$ cat config.mk
export PLATFORM = sky130hd
export DESIGN_NAME = pdp8l_iop_seq_flat
export DESIGN_NICKNAME = d
export VERILOG_FILES = /design/src/rtl/pdp8l_iop_seq_pkg.sv /design/src/rtl/pdp8l_iop_seq_if.sv /design/src/rtl/pdp8l_iop_seq_sync_filter.sv /design/src/rtl/pdp8l_iop_seq.sv /design/src/flat_wrapper.sv
export SDC_FILE = /design/constraint.sdc
export NUM_CORES = 1
export LEC_CHECK = 0
export CORE_MARGIN = 2
export CORE_UTILIZATION = 59
export DETAILED_ROUTE_END_ITERATION = 8
export PLACE_DENSITY_LB_ADDON = 0.1
export SYNTH_ARGS = -nofsm -noshare
export SYNTH_HDL_FRONTEND = slang
export SYNTH_SLANG_ARGS = --single-unit
export TNS_END_PERCENT = 100
$ cat constraint.sdc
create_clock -name CLOCK -period 3.3 [get_ports CLOCK]
set_input_delay 0.33 -clock CLOCK [delete_from_list [all_inputs] [get_ports CLOCK]]
set_output_delay 0.33 -clock CLOCK [all_outputs]
set_load 0.02 [all_outputs]
$ cat src/rtl/pdp8l_iop_seq_pkg.sv
// Shared constants, FSM encodings and pulse-selection helpers for the PDP-8/L IOP sequencer.
package pdp8l_iop_seq_pkg;

    localparam int FILTER_DEF = 3;
    localparam int MAXLEN_DEF = 2000;
    localparam int CNTW_DEF   = 16;

    localparam int IOP1 = 0;
    localparam int IOP2 = 1;
    localparam int IOP4 = 2;

    typedef logic [2:0] state_t;

    localparam state_t ST_IDLE    = 3'd0;
    localparam state_t ST_QUAL    = 3'd1;
    localparam state_t ST_ACTIVE  = 3'd2;
    localparam state_t ST_DEQUAL  = 3'd3;
    localparam state_t ST_WAITREL = 3'd4;

    // IOP1 wins over IOP2 wins over IOP4 when several lines are low together.
    function automatic logic [2:0] lowest_one(input logic [2:0] set);
        return set & (~set + 3'd1);
    endfunction

    function automatic logic multi_hot(input logic [2:0] set);
        return (set & (set - 3'd1)) != 3'd0;
    endfunction

endpackage

$ cat src/rtl/pdp8l_iop_seq_if.sv
// IOT-side bus of the sequencer: raw PDP-8/L inputs, control inputs and clean fabric outputs.
interface pdp8l_iop_seq_if #(
    parameter int CNTW = 16
);
    logic            _iop1;
    logic            _iop2;
    logic            _iop4;
    logic [11:0]     mbin;
    logic            enable;
    logic            nanocycle;
    logic            nanostep;
    logic            errclr;
    logic            iopstart;
    logic            iopstop;
    logic [11:0]     ioopcode;
    logic            ioperr;
    logic [CNTW-1:0] iopcount;

    modport master (
        output _iop1, _iop2, _iop4, mbin, enable, nanocycle, nanostep, errclr,
        input  iopstart, iopstop, ioopcode, ioperr, iopcount
    );

    modport slave (
        input  _iop1, _iop2, _iop4, mbin, enable, nanocycle, nanostep, errclr,
        output iopstart, iopstop, ioopcode, ioperr, iopcount
    );
endinterface

$ cat src/rtl/pdp8l_iop_seq_sync_filter.sv
// Two-flop synchronizer for one active-low IOP line plus a step-gated level filter.
module pdp8l_iop_seq_sync_filter #(
    parameter int FILTER = 3
) (
    input  logic i_clk,
    input  logic i_rst,
    input  logic i_raw_n,
    input  logic i_step,
    output logic o_act,
    output logic o_filt
);
    localparam int FW = $clog2(FILTER + 1);

    logic          r_s1;
    logic          r_s2;
    logic          r_filt;
    logic [FW-1:0] r_cnt;

    // Sync runs every clock; the filter only accepts a new level after FILTER steps of agreement.
    always_ff @(posedge i_clk) begin
        if (i_rst) begin
            r_s1   <= 1'b0;
            r_s2   <= 1'b0;
            r_filt <= 1'b0;
            r_cnt  <= '0;
        end else begin
            r_s1 <= ~i_raw_n;
            r_s2 <= r_s1;
            if (i_step) begin
                if (r_s2 == r_filt) begin
                    r_cnt <= '0;
                end else if (r_cnt == FW'(FILTER - 1)) begin
                    r_filt <= r_s2;
                    r_cnt  <= '0;
                end else begin
                    r_cnt <= r_cnt + FW'(1);
                end
            end
        end
    end

    assign o_act  = r_s2;
    assign o_filt = r_filt;

endmodule

$ cat src/rtl/pdp8l_iop_seq.sv
// PDP-8/L IOT front end: qualifies raw IOP pulses into one-cycle iopstart/iopstop with a
// stable latched opcode, flags malformed pulse trains and counts accepted IOTs.
module pdp8l_iop_seq
    import pdp8l_iop_seq_pkg::*;
#(
    parameter int FILTER = FILTER_DEF,
    parameter int MAXLEN = MAXLEN_DEF,
    parameter int CNTW   = CNTW_DEF
) (
    input  logic            CLOCK,
    input  logic            RESET,
    pdp8l_iop_seq_if.slave  io_bus
);
    localparam int FW = $clog2(FILTER + 1);
    localparam int TW = $clog2(MAXLEN + 1);

    logic [2:0]      w_act;
    logic [2:0]      w_filt;
    logic [2:0]      w_pick;
    logic            w_step;
    logic            w_err;
    logic [11:0]     r_mb1;
    logic [11:0]     r_mb2;
    logic            r_lastnanostep;
    state_t          r_state;
    logic [2:0]      r_qset;
    logic [2:0]      r_sel;
    logic [FW-1:0]   r_fcnt;
    logic [TW-1:0]   r_tmo;
    logic            r_iopstart;
    logic            r_iopstop;
    logic [11:0]     r_ioopcode;
    logic            r_ioperr;
    logic [CNTW-1:0] r_iopcount;

    pdp8l_iop_seq_sync_filter #(.FILTER(FILTER)) u_iop1 (
        .i_clk(CLOCK), .i_rst(RESET), .i_raw_n(io_bus._iop1), .i_step(w_step),
        .o_act(w_act[IOP1]), .o_filt(w_filt[IOP1])
    );
    pdp8l_iop_seq_sync_filter #(.FILTER(FILTER)) u_iop2 (
        .i_clk(CLOCK), .i_rst(RESET), .i_raw_n(io_bus._iop2), .i_step(w_step),
        .o_act(w_act[IOP2]), .o_filt(w_filt[IOP2])
    );
    pdp8l_iop_seq_sync_filter #(.FILTER(FILTER)) u_iop4 (
        .i_clk(CLOCK), .i_rst(RESET), .i_raw_n(io_bus._iop4), .i_step(w_step),
        .o_act(w_act[IOP4]), .o_filt(w_filt[IOP4])
    );

    assign w_step = !io_bus.nanocycle || (io_bus.nanostep && !r_lastnanostep);
    assign w_pick = lowest_one(w_act);

    // MB synchronizer and nanostep edge history, both free-running.
    always_ff @(posedge CLOCK) begin
        if (RESET) begin
            r_mb1          <= 12'o0000;
            r_mb2          <= 12'o0000;
            r_lastnanostep <= 1'b0;
        end else begin
            r_mb1          <= io_bus.mbin;
            r_mb2          <= r_mb1;
            r_lastnanostep <= io_bus.nanostep;
        end
    end

    // Error sources: ambiguous acceptance, foreign pulse while active, stuck pulse.
    always_comb begin
        w_err = 1'b0;
        if (io_bus.enable && w_step) begin
            case (r_state)
                ST_QUAL:   w_err = (w_act == r_qset) && (r_fcnt == FW'(FILTER - 1)) && multi_hot(w_act);
                ST_ACTIVE: w_err = ((w_act & ~r_sel) != 3'b000) ||
                                   (((w_act & r_sel) != 3'b000) && (r_tmo == TW'(MAXLEN - 1)));
                default:   w_err = 1'b0;
            endcase
        end else begin
            w_err = 1'b0;
        end
    end

    // Main sequencer; a disabled block abandons the IOT and waits for the lines to clear.
    always_ff @(posedge CLOCK) begin
        if (RESET) begin
            r_state    <= ST_IDLE;
            r_qset     <= 3'b000;
            r_sel      <= 3'b000;
            r_fcnt     <= '0;
            r_tmo      <= '0;
            r_iopstart <= 1'b0;
            r_iopstop  <= 1'b0;
            r_ioopcode <= 12'o0000;
            r_iopcount <= '0;
        end else begin
            r_iopstart <= 1'b0;
            r_iopstop  <= 1'b0;
            if (!io_bus.enable) begin
                r_ioopcode <= 12'o0000;
                // Only an IOT that announced a start is owed a stop.
                if (r_state == ST_ACTIVE || r_state == ST_DEQUAL) begin
                    r_iopstop <= 1'b1;
                end
                if (r_state == ST_WAITREL) begin
                    if (w_step && w_filt == 3'b000) begin
                        r_state <= ST_IDLE;
                    end
                end else if (r_state != ST_IDLE) begin
                    r_state <= ST_WAITREL;
                end
            end else if (w_step) begin
                case (r_state)
                    ST_IDLE: begin
                        if (w_act != 3'b000) begin
                            r_state <= ST_QUAL;
                            r_qset  <= w_act;
                            r_fcnt  <= '0;
                        end
                    end
                    ST_QUAL: begin
                        if (w_act == 3'b000) begin
                            r_state <= ST_IDLE;
                        end else if (w_act != r_qset) begin
                            r_qset <= w_act;
                            r_fcnt <= '0;
                        end else if (r_fcnt == FW'(FILTER - 1)) begin
                            r_sel      <= w_pick;
                            r_ioopcode <= {r_mb2[11:3], r_mb2[2:0] & w_pick};
                            r_iopstart <= 1'b1;
                            r_iopcount <= r_iopcount + CNTW'(1);
                            r_tmo      <= '0;
                            r_state    <= ST_ACTIVE;
                        end else begin
                            r_fcnt <= r_fcnt + FW'(1);
                        end
                    end
                    ST_ACTIVE: begin
                        if ((w_act & r_sel) == 3'b000) begin
                            r_state <= ST_DEQUAL;
                            r_fcnt  <= '0;
                        end else if (r_tmo == TW'(MAXLEN - 1)) begin
                            r_iopstop <= 1'b1;
                            r_state   <= ST_WAITREL;
                        end else begin
                            r_tmo <= r_tmo + TW'(1);
                        end
                    end
                    ST_DEQUAL: begin
                        if ((w_act & r_sel) != 3'b000) begin
                            r_state <= ST_ACTIVE;
                        end else if (r_fcnt == FW'(FILTER - 1)) begin
                            r_iopstop <= 1'b1;
                            r_state   <= ST_IDLE;
                        end else begin
                            r_fcnt <= r_fcnt + FW'(1);
                        end
                    end
                    ST_WAITREL: begin
                        if (w_filt == 3'b000) begin
                            r_state <= ST_IDLE;
                        end
                    end
                    default: r_state <= ST_IDLE;
                endcase
            end
        end
    end

    // Sticky error; a fresh error outranks a simultaneous clear.
    always_ff @(posedge CLOCK) begin
        if (RESET) begin
            r_ioperr <= 1'b0;
        end else if (w_err) begin
            r_ioperr <= 1'b1;
        end else if (io_bus.errclr) begin
            r_ioperr <= 1'b0;
        end
    end

    assign io_bus.iopstart = r_iopstart;
    assign io_bus.iopstop  = r_iopstop;
    assign io_bus.ioopcode = r_ioopcode;
    assign io_bus.ioperr   = r_ioperr;
    assign io_bus.iopcount = r_iopcount;

endmodule

$ cat src/flat_wrapper.sv
// flat-port wrapper written by rule: the top's interface ports become plain ports
module pdp8l_iop_seq_flat import pdp8l_iop_seq_pkg::*;
#(
    parameter int FILTER = FILTER_DEF,
    parameter int MAXLEN = MAXLEN_DEF,
    parameter int CNTW   = CNTW_DEF
)
  (CLOCK, RESET, io_bus__iop1, io_bus__iop2, io_bus__iop4, io_bus_mbin, io_bus_enable, io_bus_nanocycle, io_bus_nanostep, io_bus_errclr, io_bus_iopstart, io_bus_iopstop, io_bus_ioopcode, io_bus_ioperr, io_bus_iopcount);
  pdp8l_iop_seq_if #(.CNTW(CNTW)) io_bus_i ();
  input  logic CLOCK;
  input  logic RESET;
  input wire logic [$bits(io_bus_i._iop1)-1:0] io_bus__iop1;
  input wire logic [$bits(io_bus_i._iop2)-1:0] io_bus__iop2;
  input wire logic [$bits(io_bus_i._iop4)-1:0] io_bus__iop4;
  input wire logic [$bits(io_bus_i.mbin)-1:0] io_bus_mbin;
  input wire logic [$bits(io_bus_i.enable)-1:0] io_bus_enable;
  input wire logic [$bits(io_bus_i.nanocycle)-1:0] io_bus_nanocycle;
  input wire logic [$bits(io_bus_i.nanostep)-1:0] io_bus_nanostep;
  input wire logic [$bits(io_bus_i.errclr)-1:0] io_bus_errclr;
  output wire logic [$bits(io_bus_i.iopstart)-1:0] io_bus_iopstart;
  output wire logic [$bits(io_bus_i.iopstop)-1:0] io_bus_iopstop;
  output wire logic [$bits(io_bus_i.ioopcode)-1:0] io_bus_ioopcode;
  output wire logic [$bits(io_bus_i.ioperr)-1:0] io_bus_ioperr;
  output wire logic [$bits(io_bus_i.iopcount)-1:0] io_bus_iopcount;
  assign io_bus_i._iop1 = io_bus__iop1;
  assign io_bus_i._iop2 = io_bus__iop2;
  assign io_bus_i._iop4 = io_bus__iop4;
  assign io_bus_i.mbin = io_bus_mbin;
  assign io_bus_i.enable = io_bus_enable;
  assign io_bus_i.nanocycle = io_bus_nanocycle;
  assign io_bus_i.nanostep = io_bus_nanostep;
  assign io_bus_i.errclr = io_bus_errclr;
  assign io_bus_iopstart = io_bus_i.iopstart;
  assign io_bus_iopstop = io_bus_i.iopstop;
  assign io_bus_ioopcode = io_bus_i.ioopcode;
  assign io_bus_ioperr = io_bus_i.ioperr;
  assign io_bus_iopcount = io_bus_i.iopcount;
  pdp8l_iop_seq #(.FILTER(FILTER), .MAXLEN(MAXLEN), .CNTW(CNTW)) u_core (.CLOCK(CLOCK), .RESET(RESET), .io_bus(io_bus_i));
endmodule
# == After elaboration in Yosys (flattened, before gate mapping) ==
# Cells that the tools add are included.
# totals
register_bits,93
wordCells,168
in_bits,21
output_inout_bits,31
# classes
reduce_logical,36
n_mux,50
eq_ne,31
n_addsub,8
bitwise,18
# op_table
operator,count
11-bit 2-to-1 mux,5
3-bit 2-to-1 mux,17
2-bit 2-to-1 mux,12
11-bit one-hot mux with 2 select lines,1
3-bit nonzero test,6
16-bit by 1-bit adder with 16-bit output (second input constant),1
3-bit bitwise AND,5
3-bit one-hot mux with 5 select lines,1
3-bit zero test,4
2-bit != test (second input constant),6
6-bit AND reduction,2
11-bit by 1-bit adder with 11-bit output (second input constant),1
11-bit equality test (second input constant),1
1-bit NOT,11
1-bit 2-to-1 mux,10
3-bit AND reduction,3
9-bit AND reduction,1
2-bit by 1-bit adder with 2-bit output (second input constant),4
2-bit equality test (second input constant),4
2-bit by 1-bit != test with 1-bit output (second input constant),4
4-bit by 2-bit != test with 1-bit output (second input constant),2
4-bit by 3-bit != test with 1-bit output (second input constant),2
2-bit one-hot mux with 4 select lines,1
8-bit AND reduction,1
other kinds (22),38

# == Depth between registers and ports, before layout ==
# Gate-level depths: netlist (run 1).
# logic_depth
word_depth,7
ltp_mapped,8
ltp_nobuf,6

# == Modules after synthesis ==
# Synthesis (run 1) repeated with hierarchy kept, for this count alone.
# unflattened
cells_unflattened,416
hier_area_um2,3789.9
# modules_own_cells
mod,n_inst,area_per_inst_um2,cells_each,seq_area_each_um2
pdp8l_iop_seq,1,3211.8,362,1561.5
pdp8l_iop_seq_sync_filter,3,192.7,18,100.1

# == Least setup slack after synthesis (run 1) ==
# OpenSTA, ideal clock, no wires.
# synth_timing
path_kind,register to register
start,register u_core.u_iop1.r_s2 (netlist: u_core.u_iop1.o_act)
end,register u_core.r_iopcount[15] (netlist: u_core.io_bus.iopcount[15])
setup_slack_ns,1.322
setup_time_ns,0.121
period_less_slack_ns,1.978
arrival_ns,1.857
required_ns,3.179
stages_incl_launch_ff,8
n_path_buf,2
cell_sequence,dfxtp_1 > buf_2 > xnor2_1 > and4_1 > buf_2 > nand4_2 > nor3_1 > mux2_2
# synth_via
elab_chain_len,3
elab_cells_between_ends,5
classes_between,1 x eq/ne; 2 x bitwise; 2 x reduce/logical
# synth_rtl
element,line_no,rtl
from (decl),pdp8l_iop_seq_sync_filter.sv:15,logic r_s2;
from (signal assigned),pdp8l_iop_seq_sync_filter.sv:28,r_s2 <= r_s1;
3-bit != test or 3-bit zero test (tied branches),"pdp8l_iop_seq.sv:120, pdp8l_iop_seq.sv:118",
1-bit NOT (no source line),--,
6-bit AND reduction (no source line) (*),--,
to (signal assigned),pdp8l_iop_seq.sv:127,r_iopcount <= r_iopcount + CNTW'(1);
to (decl),pdp8l_iop_seq.sv:34,logic [CNTW-1:0] r_iopcount;
# Every way passes the cells marked *; elsewhere a longest branch is shown, timed or not.
# A chain may end at the register's enable or synchronous reset.

# == Worst setup path after layout (run 1) ==
# layout_timing
start,register u_core.r_state[0]
end,register u_core.r_ioopcode[2] (netlist: u_core.io_bus.ioopcode[2])
# layout_via
elab_chain_len,2
# layout_rtl
element,line_no,rtl
from (decl),pdp8l_iop_seq.sv:25,state_t r_state;
from (signal assigned),pdp8l_iop_seq.sv:83,r_state <= ST_IDLE;
from (signal assigned),pdp8l_iop_seq.sv:103,r_state <= ST_IDLE;
from (signal assigned),pdp8l_iop_seq.sv:106,r_state <= ST_WAITREL;
3-bit by 1-bit equality test with 1-bit output,pdp8l_iop_seq.sv:109,case (r_state)
5-bit AND reduction (no source line),--,
to (signal assigned),pdp8l_iop_seq.sv:125,"r_ioopcode <= {r_mb2[11:3], r_mb2[2:0] & w_pick};"
to (decl),pdp8l_iop_seq.sv:32,logic [11:0] r_ioopcode;
# Every way passes these cells.

==> impl_summary.log, run 1 <==
INFO  metric route.antenna.remaining_nets = 0
INFO  metric nets_in_the_synthesized_netlist = 460
INFO  metric final_net_count = 504
INFO  metric synthDominantAreaCellType = sky130_fd_sc_hd__dfxtp_1
INFO  metric insertedDiodeCount = 0
INFO  metric avg_cell_area_syn = 9.12 um^2
INFO  metric placement.io_buffers = between 50 and 60
INFO  metric gp_routability_congestion = 0.858
INFO  metric routed-via-count = 3275
INFO  metric wl = about 8600 um
INFO  metric routed_via_density = 5.84
INFO  metric timing.critical_path.slowest_stage_cell = sky130_fd_sc_hd__nor4_2
INFO  metric clk_root_buffer_cell = sky130_fd_sc_hd__clkbuf_8
INFO  metric post-route-min-period = 2.53 ns
INFO  metric initial_antenna_violation_count = 0
INFO  metric grt_first_pass_wirelength = 14400 um
INFO  metric part_of_the_yosys_area_used_for_sequential_elements = 0.469
INFO  metric routedWlPerCell = 15.4 um
INFO  metric clock-skew-final = approximately 0.013 ns
INFO  metric post-synth-top-count-cell = sky130_fd_sc_hd__dfxtp_1
INFO  metric cpLargestDelayFamily = simple AND/OR/NAND/NOR gates
INFO  metric num_rows = 29
INFO  metric path_class = flop to flop
INFO  metric ys_seq_elements = 93
INFO  metric crit_path_end_kind = flop
INFO  metric worst_r2r_startpoint = u_core.r_state[0]$_SDFFE_PP0P_
INFO  metric grt.overflow.total = 0
INFO  metric max-clock-path-buffers = 2
INFO  metric synth_top_cells_by_area = sky130_fd_sc_hd__dfxtp_1 (47%), sky130_fd_sc_hd__nor2b_1 (5.5%), sky130_fd_sc_hd__nand2_1 (4.4%), sky130_fd_sc_hd__a21oi_1 (4.2%), sky130_fd_sc_hd__mux2i_1 (3.8%)
INFO  metric yosys_warning_count = 0
INFO  metric synthFlopType = sky130_fd_sc_hd__dfxtp_1
INFO  metric core_area = 0.00642 mm^2
INFO  metric insertion_delay = 0.37 ns
INFO  metric slew-limit-headroom = 0.247
INFO  metric min_path_cells = 1
INFO  metric die_outline_area = 0.00740 mm^2
INFO  metric cellPowerDensity = approximately 450 mW/mm^2
INFO  metric status = completed
INFO  metric totalNegativeSetupSlack = 0 ns
INFO  metric min-delay-path-class = flop to flop
INFO  metric crit_buf_inv = 0
INFO  metric worst_setup_path_start_kind = flop
INFO  metric worst-slew-pin-transition = ~1.1 ns
INFO  metric ctsHoldBuffers = 0
INFO  metric cts_made_buffers = 9
INFO  metric drtPass1Iterations = 4
INFO  metric clk_pin_slew_worst_paths = 0.10 ns
INFO  metric timing.critical_path.fanout_max = 13
INFO  metric whs = roughly 0.44 ns
INFO  metric worst_hold_path.endpoint = u_core.r_mb2[6]$_SDFF_PP0_
INFO  metric drv_slew = 0
INFO  metric drc = 0
INFO  metric hp-start = u_core.r_mb1[6]$_SDFF_PP0_
INFO  metric cts_setup_buffers = 0
INFO  metric finalHoldViolations = 0
INFO  metric first_global_vias = 3104
INFO  metric finalCritPeriodShare = 0.767
INFO  metric drt-initial-drc-count = around 150
INFO  metric synthCells = 435
INFO  metric maxCapViolations = 0
INFO  metric cellLeakagePower = 1.59 nW
INFO  metric synth.top_cell.area_share = 0.469
INFO  metric synth_async_sr_flop_share = 0
INFO  metric dieWidth = about 86 um
INFO  metric layout-drive-gt1-share = 0.0682
INFO  metric netlist_area = 0.00397 mm^2
INFO  metric number_of_different_library_cells_in_the_post_synthesis_netlist = 59
INFO  metric detailed_place_hpwl = 5890 um
INFO  metric io_pins = 52
INFO  metric r2r-end = u_core.io_bus.ioopcode[2]$_SDFFE_PP0P_
INFO  metric layout-area-overhead-vs-synth = 18.5%
INFO  metric worst-endpoint-arrival = about 2.8 ns
INFO  metric synth-edff-count = 0
INFO  metric tritoncts = done
INFO  metric gr-usage-all-layers = 0.245
INFO  metric numClockSinks = 93
INFO  metric reg2reg_setup_slack = around 0.77 ns
INFO  metric vdd_drop_max = 0.346 mV
INFO  metric rsz0062_at_grt = false
INFO  metric reg2reg_depth = 4
INFO  metric ctsHtreeMaxLevel = 3
INFO  metric post_cts.resized_instances = 0
INFO  metric setup-violations-final = 0
INFO  metric yosys-top-cells-count = sky130_fd_sc_hd__dfxtp_1 (93), sky130_fd_sc_hd__nand2_1 (46), sky130_fd_sc_hd__nor2_1 (36), sky130_fd_sc_hd__nor2b_1 (35), sky130_fd_sc_hd__a21oi_1 (33)
INFO  metric clock.fmax = 0.395 GHz
INFO  metric vertical_die_dimension = 86.0 um
INFO  metric cell_by_cell_listing_of_the_critical_path = or3b_2 -> nor4_2 -> nand3_1 -> a21oi_1
INFO  metric initial_core_util = 0.618
INFO  metric grt_max_degree = 73
INFO  metric max_stage_delay = approximately 0.99 ns
INFO  metric critPathRequiredTime = approximately 3.6 ns
## cell type report
cell class / count / area (um^2)
Multi-Input combinational cell: 309 / 1960
Inverter: 11 / 41.3
Timing Repair Buffer: 55 / 536
Fill cell: 496 / 1720
Sequential cell: 93 / 1860
Tap cell: 77 / 96.3
Clock inverter: 7 / 86.3
Clock buffer: 9 / 124
## worst max-delay path by stage
stage	from	end	slack, ns	depth (start not counted)
global route	u_core.r_state[0]$_SDFFE_PP0P_	u_core.io_bus.ioopcode[0]$_SDFFE_PP0P_	0.55	4
detailed placement	io_bus_nanostep	u_core.io_bus.ioopcode[2]$_SDFFE_PP0P_	0.63	6
floorplan	u_core.u_iop1.o_act$_SDFF_PP0_	u_core.io_bus.iopcount[15]$_SDFFE_PP0P_	1.32	7
CTS	u_core.r_state[0]$_SDFFE_PP0P_	u_core.io_bus.ioopcode[2]$_SDFFE_PP0P_	0.76	4
finish	u_core.r_state[0]$_SDFFE_PP0P_	u_core.io_bus.ioopcode[2]$_SDFFE_PP0P_	0.77	4
global placement	io_bus_nanostep	u_core.io_bus.ioopcode[0]$_SDFFE_PP0P_	0.67	6
## where the power goes
part           internal, W  switching [W]
registers          0.00114      0.0000217
clock network     0.000369       0.000442
logic            0.0000655      0.0000796
## state kept, by name (all words and copies together), names as in the netlist, 2 cells and up
signal,flops
u_core.io_bus.ioopcode,12
u_core.r_sel,3
u_core.u_iop4.r_cnt,2
u_core.r_tmo,11
u_core.r_qset,3
u_core.io_bus.iopcount,16
u_core.r_mb1,12
u_core.u_iop2.r_cnt,2
u_core.u_iop1.r_cnt,2
u_core.r_fcnt,2
u_core.r_mb2,12
u_core.r_state,3
## placed cells by master (no fill, tap or decap), types with 3 or more instances in the layout
cell,synthesis,final
sky130_fd_sc_hd__nor2b_1,35,35
sky130_fd_sc_hd__mux2i_1,15,15
sky130_fd_sc_hd__nor3_1,9,9
sky130_fd_sc_hd__clkdlybuf4s50_1,0,50
sky130_fd_sc_hd__nor2_1,36,36
sky130_fd_sc_hd__ha_1,4,4
sky130_fd_sc_hd__nor3b_1,4,4
sky130_fd_sc_hd__nand2b_1,6,6
sky130_fd_sc_hd__inv_6,0,3
sky130_fd_sc_hd__o31ai_1,3,3
sky130_fd_sc_hd__buf_4,1,4
sky130_fd_sc_hd__nor4_1,7,7
sky130_fd_sc_hd__or4_1,6,6
sky130_fd_sc_hd__inv_1,10,10
sky130_fd_sc_hd__o21ai_0,14,14
sky130_fd_sc_hd__a22oi_1,3,3
sky130_fd_sc_hd__or3_1,7,7
sky130_fd_sc_hd__and4_1,4,4
sky130_fd_sc_hd__o2111ai_1,3,3
sky130_fd_sc_hd__clkbuf_8,0,9
sky130_fd_sc_hd__a32o_1,4,4
sky130_fd_sc_hd__nand2_1,46,46
sky130_fd_sc_hd__and3_1,4,4
sky130_fd_sc_hd__xnor2_1,13,13
sky130_fd_sc_hd__nand3_1,13,13
sky130_fd_sc_hd__a21oi_1,33,33
sky130_fd_sc_hd__nand4_1,6,6
sky130_fd_sc_hd__dfxtp_1,93,93
## per-layer routing
metal / global-route usage / routed length [um] / vias to the layer above
met5: 0 / 0 / -
met3: 0.0549 / 367 / 15
met1: 0.312 / 3920 / 1539
met4: 0.0938 / 124 / 0
met2: 0.404 / 4200 / 90
li1: - / - / 1631
## kinds of logic after synthesis
| logic type | after synthesis | share of synthesized area |
|---|---|---|
| muxes | 18 | 0.0464 |
| xor gates and xnor gates | 14 | 0.0309 |
| buffers and inverters | 33 | 0.0378 |
| AOI/OAI and AO/OA | 76 | 0.133 |
| adders and majority gates | 5 | 0.0151 |
| DFF | 93 | 0.469 |
| and+or+nand+nor | 196 | 0.268 |
## stage by stage
step           total power, W  std cells  instance area, um^2  utilization  setup slack, ns
6_report              0.00212        561                 4700        0.732            0.768
5_1_grt               0.00221        561                 4700        0.732            0.546
4_1_cts               0.00214        561                 4700        0.732            0.756
3_5_place_dp          0.00134        545                 4490        0.699            0.627
3_3_place_gp          0.00133        545                 4490        0.699            0.665
2_1_floorplan         0.00129        435                 3970            -             1.32
(Power assumes the default switching activity.)
==> inputs of run 2 (changes only) <==
CORE_UTILIZATION = 49   (was 59)
clock period = 2.15 ns   (was 3.3 ns; I/O delays follow)
==> impl_summary.log, run 2 (synthesis gave the netlist of run 1 again) <==
INFO  metric status = completed
INFO  metric ctsHoldBuffers = 0 (unchanged)
INFO  metric grt_max_degree = 73 (unchanged)
INFO  metric max_stage_delay = 0.64 ns (-0.35 ns)
INFO  metric layoutNonFillerInstCount = 619 (+10%)
INFO  metric slew-limit-headroom = 0.518 (+0.271)
INFO  metric cell_by_cell_listing_of_the_critical_path = or4b_2 -> o211a_1 -> a311oi_1 -> a32o_1 -> mux2i_1
INFO  metric critPathRequiredTime = 2.45 ns (-1.14 ns)
INFO  metric detailed_place_hpwl = 6260 um (+6.3%)
INFO  metric cts_made_buffers = 9 (unchanged)
INFO  metric dpl_worst_slack = -0.0343 ns (-0.662 ns)
INFO  metric dieWidth = 94.0 um (+9.3%)
INFO  metric routedWlPerCell = 14.2 um (-7.5%)
INFO  metric crit_path_end_kind = flop
INFO  metric num_rows = 32 (+10%)
INFO  metric insertedDiodeCount = 0 (unchanged)
INFO  metric initial_antenna_violation_count = 0 (unchanged)
INFO  metric drv_slew = 0 (unchanged)
INFO  metric clock.fmax = 0.484 GHz (+23%)
INFO  metric post_cts.resized_instances = 0 (unchanged)
INFO  metric drc = 0 (unchanged)
INFO  metric insertion_delay = 0.36 ns (about the same)
INFO  metric core_area = 0.00777 mm^2 (+21%)
INFO  metric route.antenna.remaining_nets = 0 (unchanged)
INFO  metric clk_root_buffer_cell = sky130_fd_sc_hd__clkbuf_8
INFO  metric setup-violations-final = 0 (unchanged)
INFO  metric worst-slew-pin-transition = 0.723 ns (-0.397 ns)
INFO  metric timing.critical_path.fanout_max = 10 (-3)
INFO  metric grt.overflow.total = 0 (unchanged)
INFO  metric io_pins = 52 (unchanged)
INFO  metric clk_pin_slew_worst_paths = 0.11 ns (about the same)
INFO  metric ctsHtreeMaxLevel = 3 (unchanged)
INFO  metric drt-initial-drc-count = 193 (+25%)
INFO  metric max-clock-path-buffers = 2 (unchanged)
INFO  metric grt_first_pass_wirelength = 14600 um (+1.6%)
INFO  metric timing.final.ws_setup = 0.0842 ns (-0.684 ns)
INFO  metric worst_setup_path_start_kind = flop
INFO  metric tritoncts = done
INFO  metric totalNegativeSetupSlack = 0 ns (unchanged)
INFO  metric vertical_die_dimension = 94.0 um (+9.3%)
INFO  metric vdd_drop_max = 0.350 mV (+1.2%)
INFO  metric initial_core_util = 0.511 (-0.107)
INFO  metric rsz0062_at_grt = true
INFO  metric wl = 8790 um (+2.0%)
INFO  metric min-delay-path-class = input port to flop
INFO  metric cts_setup_buffers = 0 (unchanged)
INFO  metric clock-skew-final = 0.0137 ns (+0.000431 ns)
INFO  metric largest_reg_flops = 16 (unchanged)
INFO  metric path_class = flop to flop
INFO  metric gp_routability_congestion = 0.861 (+0.31%)
INFO  metric die_outline_area = 0.00883 mm^2 (+19%)
INFO  metric first_global_vias = 3111 (+0.23%)
INFO  metric cellLeakagePower = 1.75 nW (+10%)
INFO  metric finalHoldViolations = 0 (unchanged)
INFO  metric layout-drive-gt1-share = 0.137 (+0.0691)
INFO  metric post-route-min-period = 2.07 ns (-0.466 ns)
INFO  metric dp.cells = 603 (+11%)
INFO  metric layout-area-overhead-vs-synth = 25.8%
INFO  metric cellPowerDensity = 639 mW/mm^2 (+42%)
INFO  metric timing.critical_path.slowest_stage_cell = sky130_fd_sc_hd__or4b_2
INFO  metric final_net_count = 537 (+6.5%)
INFO  metric drtPass1Iterations = 4 (unchanged)
INFO  metric finalCritPeriodShare = 0.961 (+0.194)
INFO  metric worst-endpoint-arrival = 2.36 ns (-0.46 ns)
INFO  metric numClockSinks = 93 (unchanged)
INFO  metric routed-via-count = 3338 (+1.9%)
INFO  metric layout.cells.most_common = sky130_fd_sc_hd__dfxtp_1
INFO  metric maxCapViolations = 0 (unchanged)
INFO  metric placement.io_buffers = 51 (unchanged)
INFO  metric layout_common_cells = sky130_fd_sc_hd__dfxtp_1 (90), sky130_fd_sc_hd__clkdlybuf4s50_1 (50), sky130_fd_sc_hd__nand2_1 (46)
INFO  metric routed_via_density = 5.39 (-7.6%)
INFO  metric gr-usage-all-layers = 0.208 (-0.0365)
==> run 2: cell count changes in the layout (fill, tap and decap cells not counted), sizes merged <==
cell / before / now
buf: 5 / 38
clkinv: 1 / 5
inv: 15 / 13
bufinv: 1 / 0
clkinvlp: 1 / 0
==> run 2: power by group <==
group,internal [W],switching [W]
Combinational,0.000132,0.000145
Sequential,0.00176,0.0000212
Clock,0.000449,0.000687
Total,0.00234,0.000853
==> run 2: layout make-up <==
| class | instances | area [um^2] |
|---|---|---|
| fill | 696 | 2780 |
| multi-input combinational | 309 | 1970 |
| sequential | 93 | 1870 |
| timing repair buffer | 88 | 796 |
| tap | 102 | 128 |
| clock buffer | 9 | 124 |
| clock inverter | 7 | 67.6 |
| inverter | 11 | 41.3 |
==> run 2: worst paths after layout <==
check	start	end	cells past startpoint	slack (ns)
max	u_core.r_state[2]$_SDFFE_PP0P_	u_core.r_state[0]$_SDFFE_PP0P_	5	0.08
min	RESET	u_core.r_tmo[2]$_SDFFE_PP0P_	3	0.36
max reg2reg	u_core.r_state[2]$_SDFFE_PP0P_	u_core.r_state[0]$_SDFFE_PP0P_	5	0.08
min reg2reg	u_core.r_mb1[1]$_SDFF_PP0_	u_core.r_mb2[1]$_SDFF_PP0_	1	0.44
==> run 2: critical path, delay by kind of cell, from the launching register on <==
kind / cells / cell delay [ns]
multiplexers: 1 / 0.22
AND/OR/NAND/NOR: 1 / 0.64
flip-flops: 1 / 0.46
AO/OA/AOI/OAI: 3 / 0.69
==> run 2: through the flow <==
stage / area, um^2 / utilization / hold WS [ns] / power (W)
floorplan: 3970 / - / 0.282 / 0.00198
global placement: 4780 / 0.616 / 0.416 / 0.00209
detailed placement: 4780 / 0.616 / 0.420 / 0.00209
CTS: 4970 / 0.640 / 0.347 / 0.00322
global route: 4990 / 0.642 / 0.374 / 0.00331
finish: 4990 / 0.642 / 0.365 / 0.00319
==> run 2: metal layers <==
layer,global-route usage,wire [um],vias to the layer above
li1,-,-,1689
met1,0.289,4320,1584
met2,0.327,4080,58
met3,0.0393,298,7
met4,0.0652,83,0
met5,0,0,-
==> inputs of run 3 (changes only) <==
ABC_AREA = 1   (was default)
CORE_UTILIZATION = 50   (was 49)
==> impl_summary.log, run 3 <==
INFO  metric clk_root_buffer_cell = sky130_fd_sc_hd__clkbuf_8
INFO  metric layout.cells.most_common = sky130_fd_sc_hd__nand2_1
INFO  metric yosys-top-cells-count = sky130_fd_sc_hd__nand2_1 (132), sky130_fd_sc_hd__nor2_1 (117), sky130_fd_sc_hd__dfxtp_1 (93), sky130_fd_sc_hd__inv_1 (80), sky130_fd_sc_hd__a21oi_1 (46)
INFO  metric routed_via_density = 5.07 (-6.0%)
INFO  metric layout-area-overhead-vs-synth = 19.7%
INFO  metric tritoncts = done
INFO  metric setup-violations-final = 0 (unchanged)
INFO  metric vertical_die_dimension = 96.4 um (+2.6%)
INFO  metric io_pins = 52 (unchanged)
INFO  metric yosys_warning_count = 0 (unchanged)
INFO  metric first_global_vias = 3684 (+18%)
INFO  metric min-delay-path-class = input port to flop
INFO  metric synth_top_cells_by_area = sky130_fd_sc_hd__dfxtp_1 (44%), sky130_fd_sc_hd__nand2_1 (12%), sky130_fd_sc_hd__nor2_1 (10%), sky130_fd_sc_hd__inv_1 (7.0%), sky130_fd_sc_hd__a21oi_1 (5.4%)
INFO  metric synthDominantAreaCellType = sky130_fd_sc_hd__dfxtp_1
INFO  metric layout-drive-gt1-share = 0.0581 (-0.0792)
INFO  metric netlist_area = 0.00427 mm^2 (+7.7%)
INFO  metric avg_cell_area_syn = 6.78 um^2 (-26%)
INFO  metric timing.final.ws_setup = 0.241 ns (+0.156 ns)
INFO  metric gr-usage-all-layers = 0.222 (+0.0145)
INFO  metric layoutNonFillerInstCount = 793 (+28%)
INFO  metric drc = 0 (unchanged)
INFO  metric grt.overflow.total = 0 (unchanged)
INFO  metric maxCapViolations = 0 (unchanged)
INFO  metric die_outline_area = 0.00930 mm^2 (+5.3%)
INFO  metric numClockSinks = 93 (unchanged)
INFO  metric drv_slew = 0 (unchanged)
INFO  metric ctsHtreeMaxLevel = 3 (unchanged)
INFO  metric routed-via-count = 4020 (+20%)
INFO  metric synth.top_cell.area_share = 0.436 (-0.0334)
INFO  metric detailed_place_hpwl = 7040 um (+13%)
INFO  metric timing.critical_path.fanout_max = 14 (+4)
INFO  metric finalCoreUtilization = 0.619 (-0.0235)
INFO  metric routedWlPerCell = 12.3 um (-14%)
INFO  metric synthFlopType = sky130_fd_sc_hd__dfxtp_1
INFO  metric wl = 9720 um (+11%)
INFO  metric nets_in_the_synthesized_netlist = 655 (+42%)
INFO  metric initial_core_util = 0.517 (+0.00648)
INFO  metric synth_async_sr_flop_share = 0 (unchanged)
INFO  metric finalHoldViolations = 0 (unchanged)
INFO  metric cts_made_buffers = 9 (unchanged)
INFO  metric route.antenna.remaining_nets = 0 (unchanged)
INFO  metric post_cts.resized_instances = 0 (unchanged)
INFO  metric synthCells = 630 (+45%)
INFO  metric drtPass1Iterations = 4 (unchanged)
INFO  metric cellLeakagePower = 2.05 nW (+17%)
INFO  metric worst-slew-pin-transition = 0.609 ns (-0.114 ns)
INFO  metric post-route-min-period = 1.91 ns (-0.156 ns)
INFO  metric crit_path_end_kind = flop
INFO  metric worst-endpoint-arrival = 2.18 ns (-0.18 ns)
INFO  metric dpl_worst_slack = 0.272 ns (+0.306 ns)
INFO  metric reg2reg_setup_slack = 0.24 ns (+0.16 ns)
INFO  metric number_of_different_library_cells_in_the_post_synthesis_netlist = 31 (-47%)
INFO  metric vdd_drop_max = 0.394 mV (+13%)
INFO  metric clock-skew-final = 0.0105 ns (-0.00325 ns)
INFO  metric drt-initial-drc-count = 201 (+4.1%)
INFO  metric status = completed
INFO  metric clock.fmax = 0.524 GHz (+8.2%)
INFO  metric dieWidth = 96.4 um (+2.6%)
INFO  metric largest_reg_flops = 16 (unchanged)
INFO  metric clk_pin_slew_worst_paths = 0.10 ns (about the same)
INFO  metric critPathRequiredTime = 2.42 ns (-0.03 ns)
INFO  metric insertedDiodeCount = 0 (unchanged)
INFO  metric slew-limit-headroom = 0.594 (+0.0756)
INFO  metric placement.io_buffers = 51 (unchanged)
INFO  metric cellPowerDensity = 740 mW/mm^2 (+16%)
INFO  metric cts_setup_buffers = 0 (unchanged)
INFO  metric totalNegativeSetupSlack = 0 ns (unchanged)
INFO  metric final_net_count = 708 (+32%)
INFO  metric worst_setup_path_start_kind = flop
INFO  metric max-clock-path-buffers = 2 (unchanged)
INFO  metric core_area = 0.00826 mm^2 (+6.3%)
INFO  metric grt_first_pass_wirelength = 16200 um (+11%)
INFO  metric gp_routability_congestion = 0.964 (+12%)
INFO  metric path_class = flop to flop
INFO  metric grt_max_degree = 40 (-45%)
INFO  metric insertion_delay = 0.36 ns (about the same)
INFO  metric ys_seq_elements = 93 (unchanged)
INFO  metric finalCritPeriodShare = 0.888 (-0.0727)
INFO  metric layout_common_cells = sky130_fd_sc_hd__nand2_1 (132), sky130_fd_sc_hd__nor2_1 (117), sky130_fd_sc_hd__dfxtp_1 (93)
INFO  metric ctsHoldBuffers = 0 (unchanged)
INFO  metric rsz0062_at_grt = false
INFO  metric post-synth-top-count-cell = sky130_fd_sc_hd__nand2_1
INFO  metric part_of_the_yosys_area_used_for_sequential_elements = 0.436 (-0.0334)
INFO  metric num_rows = 33 (+3.1%)
INFO  metric synth-edff-count = 0 (unchanged)
INFO  metric initial_antenna_violation_count = 0 (unchanged)
INFO  metric dp.cells = 777 (+29%)
==> run 3: cell types whose count changed in the layout (fill, tap and decap cells not counted), moves of 8 or more <==
cell	before	now
sky130_fd_sc_hd__inv_1	10	80
sky130_fd_sc_hd__o21ai_0	14	34
sky130_fd_sc_hd__buf_4	36	10
sky130_fd_sc_hd__xnor2_1	13	5
sky130_fd_sc_hd__mux2i_1	15	0
sky130_fd_sc_hd__nor2_1	36	117
sky130_fd_sc_hd__nand2_1	46	132
sky130_fd_sc_hd__nand3_1	13	44
sky130_fd_sc_hd__xor2_1	1	9
sky130_fd_sc_hd__a21oi_1	33	46
sky130_fd_sc_hd__nor2b_1	35	0
==> run 3: metrics by stage <==
step           area (um^2)  hold slack, ns  power, W
2_1_floorplan         4270           0.282   0.00244
3_3_place_gp          4910           0.394   0.00262
3_5_place_dp          4910           0.394   0.00265
4_1_cts               5110           0.291   0.00380
5_1_grt               5110           0.305   0.00398
6_report              5110           0.297   0.00378
==> run 3: area by class of cell <==
class	count	area, um^2
multi-input combinational	432	2000
inverter	85	319
tap	105	131
clock buffer	9	124
timing repair buffer	62	601
fill	758	3150
sequential	93	1860
clock inverter	7	78.8
==> run 3: worst paths after layout <==
check / startpoint / endpoint / cells after the start
max: u_core.u_iop2.o_act$_SDFF_PP0_ / u_core.io_bus.iopcount[2]$_SDFFE_PP0P_ / 9
max reg2reg: u_core.u_iop2.o_act$_SDFF_PP0_ / u_core.io_bus.iopcount[2]$_SDFFE_PP0P_ / 9
min reg2reg: u_core.r_mb1[9]$_SDFF_PP0_ / u_core.r_mb2[9]$_SDFF_PP0_ / 2
min: RESET / u_core.u_iop2.r_s1$_SDFF_PP0_ / 2
==> run 3: critical path, stage by stage, from the launching register on <==
cell                      delay [ns]
sky130_fd_sc_hd__dfxtp_1        0.59
sky130_fd_sc_hd__nor2_1         0.15
sky130_fd_sc_hd__nand2_1        0.14
sky130_fd_sc_hd__nand2_1        0.12
sky130_fd_sc_hd__nor3_2         0.17
sky130_fd_sc_hd__nand3_2        0.14
sky130_fd_sc_hd__inv_2          0.24
sky130_fd_sc_hd__nand3_1        0.13
sky130_fd_sc_hd__nand2_1        0.09
sky130_fd_sc_hd__nor2_1         0.05
==> run 3: layer usage <==
metal	global-route usage	wire [um]	vias to the layer above	share of wire
met3	0.0310	412	18	0.042
met5	0	0	-	0
met2	0.373	4510	96	0.46
met1	0.289	4620	1817	0.48
met4	0.0915	175	0	0.018
li1	-	-	2089	-
==> run 3: cell families after synthesis <==
group,count (synthesis),share of synthesized area
compound gates,88,0.108
xor+xnor,14,0.0287
fa+ha+maj,4,0.0117
buf+inv,105,0.0970
flops,93,0.436
simple gates,326,0.319
==> run 3: power by group <==
group / internal [W] / switching [W] / total, W / leakage (nW)
logic: 0.000250 / 0.000481 / 0.000731 / 1.20
clock network: 0.000460 / 0.000703 / 0.00116 / 0.0954
registers: 0.00181 / 0.0000777 / 0.00189 / 0.757
total: 0.00252 / 0.00126 / 0.00378 / 2.05
